File: config.mk
export PLATFORM = sky130hd
export DESIGN_NAME = rv32i_instr_writer_flat
export DESIGN_NICKNAME = d
export VERILOG_FILES = /design/src/rtl/rv32i_instr_writer_if.sv /design/src/rtl/rv32i_instr_writer.sv /design/src/flat_wrapper.sv
export SDC_FILE = /design/constraint.sdc
export NUM_CORES = 1
export LEC_CHECK = 0
export CAP_MARGIN = 0
export CORE_ASPECT_RATIO = 1.5
export CORE_UTILIZATION = 47
export DETAILED_ROUTE_END_ITERATION = 10
export GPL_TIMING_DRIVEN = 0
export PLACE_DENSITY = 0.82
export RECOVER_POWER = 50
export SYNTH_ARGS = -nofsm -noshare
export SYNTH_HDL_FRONTEND = slang
export SYNTH_SLANG_ARGS = --single-unit
export TNS_END_PERCENT = 1
File: constraint.sdc
create_clock -name clk -period 2.9 [get_ports clk]
set_input_delay 0.435 -clock clk [delete_from_list [all_inputs] [get_ports clk]]
set_output_delay 0.435 -clock clk [all_outputs]
set_load 0.005 [all_outputs]
File: src/rtl/rv32i_instr_writer_if.sv
// rtl/rv32i_instr_writer_if.sv - field bundle, address load and memory write port of the instruction writer
interface rv32i_instr_writer_if #(
    parameter int CNT_W = 16
);
    logic             in_valid;
    logic             in_ready;
    logic [6:0]       opcode;
    logic [2:0]       funct3;
    logic [6:0]       funct7;
    logic [4:0]       rs1;
    logic [4:0]       rs2;
    logic [4:0]       rd;
    logic [31:0]      imm;
    logic             addr_load;
    logic [31:0]      addr_in;
    logic [31:0]      mem_address;
    logic [31:0]      mem_wdata;
    logic [3:0]       mem_byte_enable;
    logic             mem_write;
    logic             mem_resp;
    logic             err;
    logic [CNT_W-1:0] wr_count;
    logic [CNT_W-1:0] rej_count;

    // Writer side: consumes field bundles, drives the memory write port
    modport master (
        input  in_valid, opcode, funct3, funct7, rs1, rs2, rd, imm,
        input  addr_load, addr_in, mem_resp,
        output in_ready, mem_address, mem_wdata, mem_byte_enable, mem_write,
        output err, wr_count, rej_count
    );

    // Harness side: produces field bundles, answers memory writes
    modport slave (
        output in_valid, opcode, funct3, funct7, rs1, rs2, rd, imm,
        output addr_load, addr_in, mem_resp,
        input  in_ready, mem_address, mem_wdata, mem_byte_enable, mem_write,
        input  err, wr_count, rej_count
    );
endinterface

File: src/rtl/rv32i_instr_writer.sv
// rtl/rv32i_instr_writer.sv - packs RV32I fields into instruction words and writes them to sequential memory words
module rv32i_instr_writer #(
    parameter logic [31:0] BASE_ADDR = 32'h0000_0060,
    parameter int          CNT_W     = 16
) (
    input  logic                 clk,
    input  logic                 rst,
    rv32i_instr_writer_if.master bus
);

    localparam logic [0:0] S_IDLE  = 1'b0;
    localparam logic [0:0] S_WRITE = 1'b1;

    localparam logic [6:0] OP_R      = 7'b0110011;
    localparam logic [6:0] OP_IMM    = 7'b0010011;
    localparam logic [6:0] OP_LOAD   = 7'b0000011;
    localparam logic [6:0] OP_JALR   = 7'b1100111;
    localparam logic [6:0] OP_SYSTEM = 7'b1110011;
    localparam logic [6:0] OP_STORE  = 7'b0100011;
    localparam logic [6:0] OP_BRANCH = 7'b1100011;
    localparam logic [6:0] OP_LUI    = 7'b0110111;
    localparam logic [6:0] OP_AUIPC  = 7'b0010111;
    localparam logic [6:0] OP_JAL    = 7'b1101111;

    logic [0:0]       r_state;
    logic [31:0]      r_addr;
    logic [31:0]      r_wdata;
    logic             r_err;
    logic [CNT_W-1:0] r_wr_count;
    logic [CNT_W-1:0] r_rej_count;

    logic [31:0]      w_word;
    logic             w_legal;
    logic             w_in_ready;
    logic             w_mem_write;
    logic [31:0]      w_addr_aligned;

    // True when the value sign-extends from its low n bits, i.e. v[31:n-1] is all zeros or all ones
    function automatic logic fits_signed(input logic [31:0] v, input int n);
        logic [31:0] s;
        s = $signed(v) >>> (n - 1);
        return (s == 32'h0000_0000) || (s == 32'hFFFF_FFFF);
    endfunction

    assign w_addr_aligned = bus.addr_in & 32'hFFFF_FFFC;

    // Pack the fields for the format selected by the opcode and judge whether the immediate is encodable
    always_comb begin
        w_word  = 32'h0;
        w_legal = 1'b0;
        case (bus.opcode)
            OP_R: begin
                w_word  = {bus.funct7, bus.rs2, bus.rs1, bus.funct3, bus.rd, bus.opcode};
                w_legal = 1'b1;
            end
            OP_IMM, OP_LOAD, OP_JALR, OP_SYSTEM: begin
                if ((bus.opcode == OP_IMM) && (bus.funct3[1:0] == 2'b01)) begin
                    // slli/srli/srai: shamt sits in the low immediate bits, funct7 selects the shift kind
                    w_word  = {bus.funct7, bus.imm[4:0], bus.rs1, bus.funct3, bus.rd, bus.opcode};
                    w_legal = (bus.imm[31:5] == 27'h0);
                end else begin
                    w_word  = {bus.imm[11:0], bus.rs1, bus.funct3, bus.rd, bus.opcode};
                    w_legal = fits_signed(bus.imm, 12);
                end
            end
            OP_STORE: begin
                w_word  = {bus.imm[11:5], bus.rs2, bus.rs1, bus.funct3, bus.imm[4:0], bus.opcode};
                w_legal = fits_signed(bus.imm, 12);
            end
            OP_BRANCH: begin
                w_word  = {bus.imm[12], bus.imm[10:5], bus.rs2, bus.rs1, bus.funct3,
                           bus.imm[4:1], bus.imm[11], bus.opcode};
                w_legal = fits_signed(bus.imm, 13) && !bus.imm[0];
            end
            OP_LUI, OP_AUIPC: begin
                w_word  = {bus.imm[31:12], bus.rd, bus.opcode};
                w_legal = (bus.imm[11:0] == 12'h0);
            end
            OP_JAL: begin
                w_word  = {bus.imm[20], bus.imm[10:1], bus.imm[11], bus.imm[19:12], bus.rd, bus.opcode};
                w_legal = fits_signed(bus.imm, 21) && !bus.imm[0];
            end
            default: begin
                w_word  = 32'h0;
                w_legal = 1'b0;
            end
        endcase
    end

    // Handshake and write-port outputs; reset forces the idle/base view immediately
    always_comb begin
        w_in_ready  = !rst && (r_state == S_IDLE) && !bus.addr_load;
        w_mem_write = !rst && (r_state == S_WRITE);
    end

    assign bus.in_ready        = w_in_ready;
    assign bus.mem_write       = w_mem_write;
    assign bus.mem_byte_enable = w_mem_write ? 4'hF : 4'h0;
    assign bus.mem_address     = rst ? BASE_ADDR : r_addr;
    assign bus.mem_wdata       = r_wdata;
    assign bus.err             = r_err;
    assign bus.wr_count        = r_wr_count;
    assign bus.rej_count       = r_rej_count;

    // Accept/reject bundles, hold the write until the memory answers, then advance the address
    always_ff @(posedge clk) begin
        if (rst) begin
            r_state     <= S_IDLE;
            r_addr      <= BASE_ADDR;
            r_wdata     <= 32'h0;
            r_err       <= 1'b0;
            r_wr_count  <= '0;
            r_rej_count <= '0;
        end else begin
            case (r_state)
                S_IDLE: begin
                    if (bus.addr_load) begin
                        r_addr <= w_addr_aligned;
                    end else if (bus.in_valid) begin
                        if (w_legal) begin
                            r_wdata <= w_word;
                            r_state <= S_WRITE;
                        end else begin
                            r_err <= 1'b1;
                            if (r_rej_count != '1) begin
                                r_rej_count <= r_rej_count + 1'b1;
                            end
                        end
                    end
                end
                S_WRITE: begin
                    if (bus.mem_resp) begin
                        r_addr  <= r_addr + 32'd4;
                        r_state <= S_IDLE;
                        if (r_wr_count != '1) begin
                            r_wr_count <= r_wr_count + 1'b1;
                        end
                    end
                end
                default: r_state <= S_IDLE;
            endcase
        end
    end

endmodule

File: src/flat_wrapper.sv
// flat-port wrapper written by rule: the top's interface ports become plain ports
module rv32i_instr_writer_flat 
#(
    parameter logic [31:0] BASE_ADDR = 32'h0000_0060,
    parameter int          CNT_W     = 16
)
  (clk, rst, bus_in_valid, bus_opcode, bus_funct3, bus_funct7, bus_rs1, bus_rs2, bus_rd, bus_imm, bus_addr_load, bus_addr_in, bus_mem_resp, bus_in_ready, bus_mem_address, bus_mem_wdata, bus_mem_byte_enable, bus_mem_write, bus_err, bus_wr_count, bus_rej_count);
  rv32i_instr_writer_if #(.CNT_W(CNT_W)) bus_i ();
  input  logic clk;
  input  logic rst;
  input wire logic [$bits(bus_i.in_valid)-1:0] bus_in_valid;
  input wire logic [$bits(bus_i.opcode)-1:0] bus_opcode;
  input wire logic [$bits(bus_i.funct3)-1:0] bus_funct3;
  input wire logic [$bits(bus_i.funct7)-1:0] bus_funct7;
  input wire logic [$bits(bus_i.rs1)-1:0] bus_rs1;
  input wire logic [$bits(bus_i.rs2)-1:0] bus_rs2;
  input wire logic [$bits(bus_i.rd)-1:0] bus_rd;
  input wire logic [$bits(bus_i.imm)-1:0] bus_imm;
  input wire logic [$bits(bus_i.addr_load)-1:0] bus_addr_load;
  input wire logic [$bits(bus_i.addr_in)-1:0] bus_addr_in;
  input wire logic [$bits(bus_i.mem_resp)-1:0] bus_mem_resp;
  output wire logic [$bits(bus_i.in_ready)-1:0] bus_in_ready;
  output wire logic [$bits(bus_i.mem_address)-1:0] bus_mem_address;
  output wire logic [$bits(bus_i.mem_wdata)-1:0] bus_mem_wdata;
  output wire logic [$bits(bus_i.mem_byte_enable)-1:0] bus_mem_byte_enable;
  output wire logic [$bits(bus_i.mem_write)-1:0] bus_mem_write;
  output wire logic [$bits(bus_i.err)-1:0] bus_err;
  output wire logic [$bits(bus_i.wr_count)-1:0] bus_wr_count;
  output wire logic [$bits(bus_i.rej_count)-1:0] bus_rej_count;
  assign bus_i.in_valid = bus_in_valid;
  assign bus_i.opcode = bus_opcode;
  assign bus_i.funct3 = bus_funct3;
  assign bus_i.funct7 = bus_funct7;
  assign bus_i.rs1 = bus_rs1;
  assign bus_i.rs2 = bus_rs2;
  assign bus_i.rd = bus_rd;
  assign bus_i.imm = bus_imm;
  assign bus_i.addr_load = bus_addr_load;
  assign bus_i.addr_in = bus_addr_in;
  assign bus_i.mem_resp = bus_mem_resp;
  assign bus_in_ready = bus_i.in_ready;
  assign bus_mem_address = bus_i.mem_address;
  assign bus_mem_wdata = bus_i.mem_wdata;
  assign bus_mem_byte_enable = bus_i.mem_byte_enable;
  assign bus_mem_write = bus_i.mem_write;
  assign bus_err = bus_i.err;
  assign bus_wr_count = bus_i.wr_count;
  assign bus_rej_count = bus_i.rej_count;
  rv32i_instr_writer #(.BASE_ADDR(BASE_ADDR), .CNT_W(CNT_W)) u_core (.clk(clk), .rst(rst), .bus(bus_i));
endmodule
==> metrics.cfg, run 1 <==
[synthesis]
syn_area_per_cell_um2=7.674
synth.most_common_cell=dfxtp_1
synthDistinctLibCells=72
synth-main-ff-cell=dfxtp_1
synth_area_leader_cell=dfxtp_1
yosys_warnings=0
synth_top_area_frac=0.3154
ys_seq_area_frac=0.3154
netlist_instances=794
synthArstFlopShare=0
ys_seq_elements=96
synth_area_um2=6093
synth_common_cells=96 x dfxtp_1, 88 x nand2_1, 72 x nor2_1, 54 x a21oi_1, 41 x nor2b_1
ys_top_cells_by_area=dfxtp_1 32%, nand2_1 5.4%, a21oi_1 4.4%, nor2_1 4.4%, nor2b_1 4.2%
synth_edf_count=0

[floorplanning]
die_h_um=141.5
core_um2=12570
die_w_um=94.97
rows=50
ios=204
die_area_um2=13430
start_util=0.4846

[global_routing]
antenna_found_initial=0
grt_first_pass_wirelength_mm=33.98
track_usage=0.3251
grt_max_degree=19
grt_pass1_vias=6855
overflow=0

[final_layout]
antenna_cells=0
fillers=1046
drive_gt1_frac=0.08135
fin_cells=1164
area_growth_pct=41.60
finalNetCount=1107

[timing]
finClkSkew_ns=0.01000
worst_slew_pin_slew_ns=0.9690
rsz0062_at_grt=yes
setup_viol=0
hold_viol_final=0
fin_crit_ns=2.870
finalMaxSlewViolations=0
max_freq_ghz=0.3484
slew_headroom=0.3480
period_share=0.9897

[routing]
wl_per_cell_um=19.06
drt_wl_total_mm=22.19
via_count=7081
drt_iter0_markers=361
final_antenna_net_count=0
vias_per_cell=6.083
drc=0
drtPass1Iterations=5

[cts]
cts_tree=built
clock-sinks=96
cts_buffer_depth=2
clkTransAtPathRegs_ns=0.07
clock_latency_ns=0.35
h-tree-depth=3
root_buffer=clkbuf_16
cts_buffers=9

[setup_path]
crit_chain=clkbuf_1, clkbuf_1, buf_2, nor2_1, buf_4, clkdlybuf4s50_1
worstPathMaxFanout=10
worst_path_max_delay_cell=clkbuf_1
r2r-start=u_core.r_addr[2]
critPathCaptureType=output pin
worstPathRequired_ns=2.47
crit_path_frequent_cell=clkbuf_1
setup.worst_path.class=in -> out
arrival_ns=2.44
worst_setup_path_start_kind=input port
reg2regPathDepth=8
critical-path-max-stage-delay_ns=0.47
r2r_setup_slack_ns=0.11
r2r_end=u_core.r_addr[26]

[placement]
hpwl_mm=16.59
place_congestion=0.9606
placed_cells=1148
io_buffers=197

[run_status]
status=finished, final reports clean

[min_path]
hold_start=u_core.bus.mem_wdata[1]
holdPathStages=1
holdCritPathClass=reg -> reg
whs_endpoint=u_core.bus.mem_wdata[1]

[power_and_ir_drop]
power_mw=3.008
powerDensity_nw_per_um2=348.6
ir_drop_mv=0.2964
leakagePower_nw=3.518

[run]
cap_viol_max_count=0

-- layout make-up --
type	instances	area (um2)	area share
buffer	59	287.8	0.03335
clock buffer	9	225.2	0.02610
clock inverter	7	61.31	0.007106
inverter	14	52.55	0.006090
multi-input combinational	625	3908	0.4529
sequential	96	1922	0.2227
tap	156	195.2	0.02262
timing repair buffer	198	1977	0.2291
-- cell usage in the layout (no fill, tap or decap), types with 8 or more instances in the layout --
master             n
o31ai_1            8
a221oi_2           8
clkdlybuf4s50_1  120
and3_1            29
o211a_1           11
buf_2              8
buf_4              9
a22oi_1           14
nor4_1            14
o211ai_1          15
nand4_1           20
clkbuf_16          9
dfxtp_1           96
nand3_1           24
inv_1             13
a21oi_1           53
clkbuf_1          31
o21ai_0           28
a21o_1            11
mux2_2             9
and2_1            19
a221oi_1           9
or3_1              8
nor2b_1           41
nand2_1           88
dlygate4sd3_1     75
nor2_1            72
nor3_1            19
a22o_1            14
-- cells by family (layout without fill, tap and decap cells) --
logic type      Yosys count  in the layout  synth area share
simple gates            373            373            0.3170
fa+ha+maj                 3              3          0.006161
flops                    96             96            0.3154
buf+inv                  74            287           0.05524
other cells               1              2         0.0006154
xor+xnor                 12             12           0.01725
compound gates          218            218            0.2579
mux                      17             17           0.03039
-- critical path: cells and delay by family --
kind	cells	cell delay [ns]
buffers and inverters	5	1.84
AND/OR/NAND/NOR	1	0.15
-- registers in the layout, summed over array words and instances (netlist names) --
| register | count |
|---|---|
| u_core.bus.wr_count | 16 |
| u_core.r_state | 1 |
| u_core.bus.err | 1 |
| u_core.r_addr | 30 |
| u_core.bus.rej_count | 16 |
| u_core.bus.mem_wdata | 32 |
-- power by group --
part           leakage [nW]  internal (mW)  total, mW  switching (mW)
clock                 0.140          0.602       1.19           0.586
combinational          2.60          0.226      0.440           0.214
sequential            0.780           1.35       1.38          0.0351
-- metrics by stage --
stage                     setup slack, ns  hold slack, ns    util  setup TNS (ns)  instance area (um2)
after global routing             -0.05566          0.4911  0.6862         -0.3399                 8628
after floorplan                    0.3331          0.4545       -               0                 6097
after detailed placement          -0.6186          0.4614  0.6572          -19.57                 8264
after CTS                        -0.01493          0.4791  0.6839        -0.02565                 8600
final                             0.02992          0.4720  0.6862               0                 8628
after global placement            -0.5793          0.4536  0.6572          -18.41                 8264
-- repair_timing --
action / 4_1_cts / 5_1_grt
resized for setup: 15 / 5
setup endpoints to repair: 39 / 38
hold buffers: 0 / 0
setup buffers: 0 / 1
pin swaps: 1 / 1
-- per-layer routing --
layer | up-vias | GRT usage | routed length (um)
met2 | 355 | 0.5736 | 11060
met5 | - | 0 | 0
li1 | 3348 | - | -
met3 | 76 | 0.06109 | 1589
met4 | 0 | 0.2089 | 1261
met1 | 3302 | 0.3463 | 8281
-- worst max path at each step --
stage | start | to | slack, ns | cells after the start
floorplan | bus_opcode[2] | u_core.bus.mem_wdata[3] | 0.33 | 8
global placement | bus_imm[29] | u_core.bus.mem_wdata[3] | -0.58 | 8
detailed placement | bus_imm[29] | u_core.bus.mem_wdata[3] | -0.62 | 8
CTS | bus_imm[24] | u_core.bus.mem_wdata[11] | -0.01 | 11
global route | rst | bus_mem_byte_enable[0] | -0.06 | 6
finish | rst | bus_mem_byte_enable[3] | 0.03 | 6
(Power assumes the default switching activity.)
==> run 2: changes to the inputs <==
Settings changed: CORE_UTILIZATION 47 to 45, PLACE_DENSITY 0.82 to 0.79.
==> run 2 against run 1 <==
  * Clock power barely moved
  * Critical path type is now in -> reg
  * Maximum frequency rose by 0.65%
  * Clock skew rose by 0.0081 ns
  * First-iteration DRC count rose by 9.1%
  * Sequential share of layout area barely moved
  * Clock-buffer cell count did not move
  * Setup slack improved by 0.019 ns
==> metrics.cfg, run 2 (synthesized netlist as in run 1, its figures left out) <==
[global_routing]
grt_max_degree=18
overflow=0
grt_first_pass_wirelength_mm=33.34
antenna_found_initial=0
grt_pass1_vias=6720
track_usage=0.2987

[floorplanning]
die_area_um2=14020
core_um2=13080
ios=204
die_h_um=144.5
die_w_um=97.01
rows=51
start_util=0.4658

[timing]
setup_viol=0
worst_slew_pin_slew_ns=0.8483
fin_ws_ns=0.04850
finalMaxSlewViolations=0
hold_viol_final=0
fin_crit_ns=2.852
finClkSkew_ns=0.01806
fin_tns_setup_ns=0
rsz0062_at_grt=yes
max_freq_ghz=0.3507
slew_headroom=0.4345
hold_ws_ns=0.4636
period_share=0.9833

[run_status]
status=finished, final reports clean

[run]
cap_viol_max_count=0

[routing]
via_count=6998
met3_length_mm=1.424
dr.max_layer_used=met4
drt_wl_total_mm=21.31
final_antenna_net_count=0
wl_per_cell_um=18.24
drtPass1Iterations=5
route.met2.wl_mm=10.96
vias_per_cell=5.991
wl_met1_mm=8.015
drt_iter0_markers=394
drc=0

[cts]
cts_tree=built
clkTransAtPathRegs_ns=0.07
clock_latency_ns=0.36
root_buffer=clkbuf_16
h-tree-depth=3
clock-sinks=96
cts_buffer_depth=2
cts_buffers=9
holdBufCountCts=0

[final_layout]
finalCoreUtilization=0.6604
mostFrequentLayoutCells=125 x clkdlybuf4s50_1, 96 x dfxtp_1, 88 x nand2_1, 72 x nor2_1, 70 x dlygate4sd3_1
drive_gt1_frac=0.08226
finalNetCount=1108
fin_cells=1168
fillers=1161
final_cell_area_um2=8638
largest_reg_flops=32
final_common_cell=clkdlybuf4s50_1
antenna_cells=0
area_growth_pct=41.77

[setup_path]
reg2regPathDepth=9
worst_path_max_delay_cell=clkdlybuf4s50_1
critPathBufInv=3
critical-path-max-stage-delay_ns=0.45
setup.worst_path.class=in -> reg
r2r_setup_slack_ns=0.32
worstPathRequired_ns=3.14
cp_top_family=simple AND/OR/NAND/NOR gates
worstPathMaxFanout=10
r2r_end=u_core.r_addr[31]
worst_setup_path_start_kind=input port
arrival_ns=3.09
r2r-start=u_core.r_addr[13]
crit_chain=clkdlybuf4s50_1, nor4_1, nand3_1, a2bb2oi_1, or3_4, nand2_1, buf_2, clkbuf_4, o211ai_1, o211a_1
critPathCaptureType=register

[placement]
place_congestion=0.9335
postPlaceCellArea_um2=8268
placed_cells=1151
hpwl_mm=16.07
pre_cts_ws_ns=-0.4584
io_buffers=197

[min_path]
whs_endpoint=u_core.bus.mem_wdata[1]
holdCritPathClass=reg -> reg
holdPathStages=1
hold_start=u_core.bus.mem_wdata[1]

[power_and_ir_drop]
power_mw=2.973
leakagePower_nw=3.519
p_int_mw=2.166
switching_share=0.2715
seq_power_share=0.465
power_switching_mw=0.8071
powerDensity_nw_per_um2=344.2
ir_drop_mv=0.3126
pwr-share-clk=0.389
p_comb_frac=0.147

## run 2: cell count changes in the layout (fill, tap and decap cells not counted), sizes merged
| cell | change |
|---|---|
| clkbuf | +1 |
| clkdlybuf4s50 | +5 |
| clkinv | +3 |
| clkinvlp | -1 |
| dlygate4sd2 | -1 |
| dlygate4sd3 | -5 |
| dlymetal6s2s | +1 |
| inv | -2 |
## run 2: how the worst max path moves through the flow
stage / startpoint / to / cells past startpoint
2_1_floorplan: bus_opcode[2] / u_core.bus.mem_wdata[3] / 8
5_1_grt: rst / bus_mem_byte_enable[0] / 6
4_1_cts: bus_opcode[4] / u_core.bus.mem_wdata[5] / 9
3_5_place_dp: bus_opcode[3] / u_core.bus.mem_wdata[20] / 10
3_3_place_gp: bus_opcode[3] / u_core.bus.mem_wdata[24] / 10
6_report: bus_imm[19] / u_core.bus.mem_wdata[20] / 10
## run 2: what timing repair did
item,4_1_cts,5_1_grt
endpoints found under the setup margin,35,43
resized for setup,11,10
setup buffers,0,2
pin swaps,0,2
## run 2: per-layer routing
metal / vias up / track usage
met1: 3261 / 0.3262
met4: 0 / 0.1728
met5: - / 0
met3: 57 / 0.05075
met2: 331 / 0.5441
li1: 3349 / -
## run 2: area by class of cell
class	instances	area, um2	area share
Tap cell	159	198.9	0.02303
Buffer	59	290.3	0.03360
Sequential cell	96	1922	0.2225
Clock buffer	9	225.2	0.02607
Inverter	14	52.55	0.006083
Multi-Input combinational cell	625	3905	0.4521
Clock inverter	7	56.30	0.006518
Timing Repair Buffer	199	1988	0.2302
## run 2: power groups by stage
stage	registers (mW)	clock network [mW]	logic (mW)
2_1_floorplan	1.40	0	0.176
3_3_place_gp	1.41	0	0.423
3_5_place_dp	1.41	0	0.425
4_1_cts	1.38	1.16	0.430
5_1_grt	1.38	1.23	0.467
6_report	1.38	1.16	0.436
==> run 3: changes to the inputs <==
Settings changed: CORE_UTILIZATION 45 to 47, PLACE_DENSITY 0.79 to 0.82.
==> results of run 3 <==
No change in the layout: final DEF, timing and power equal those of run 1.
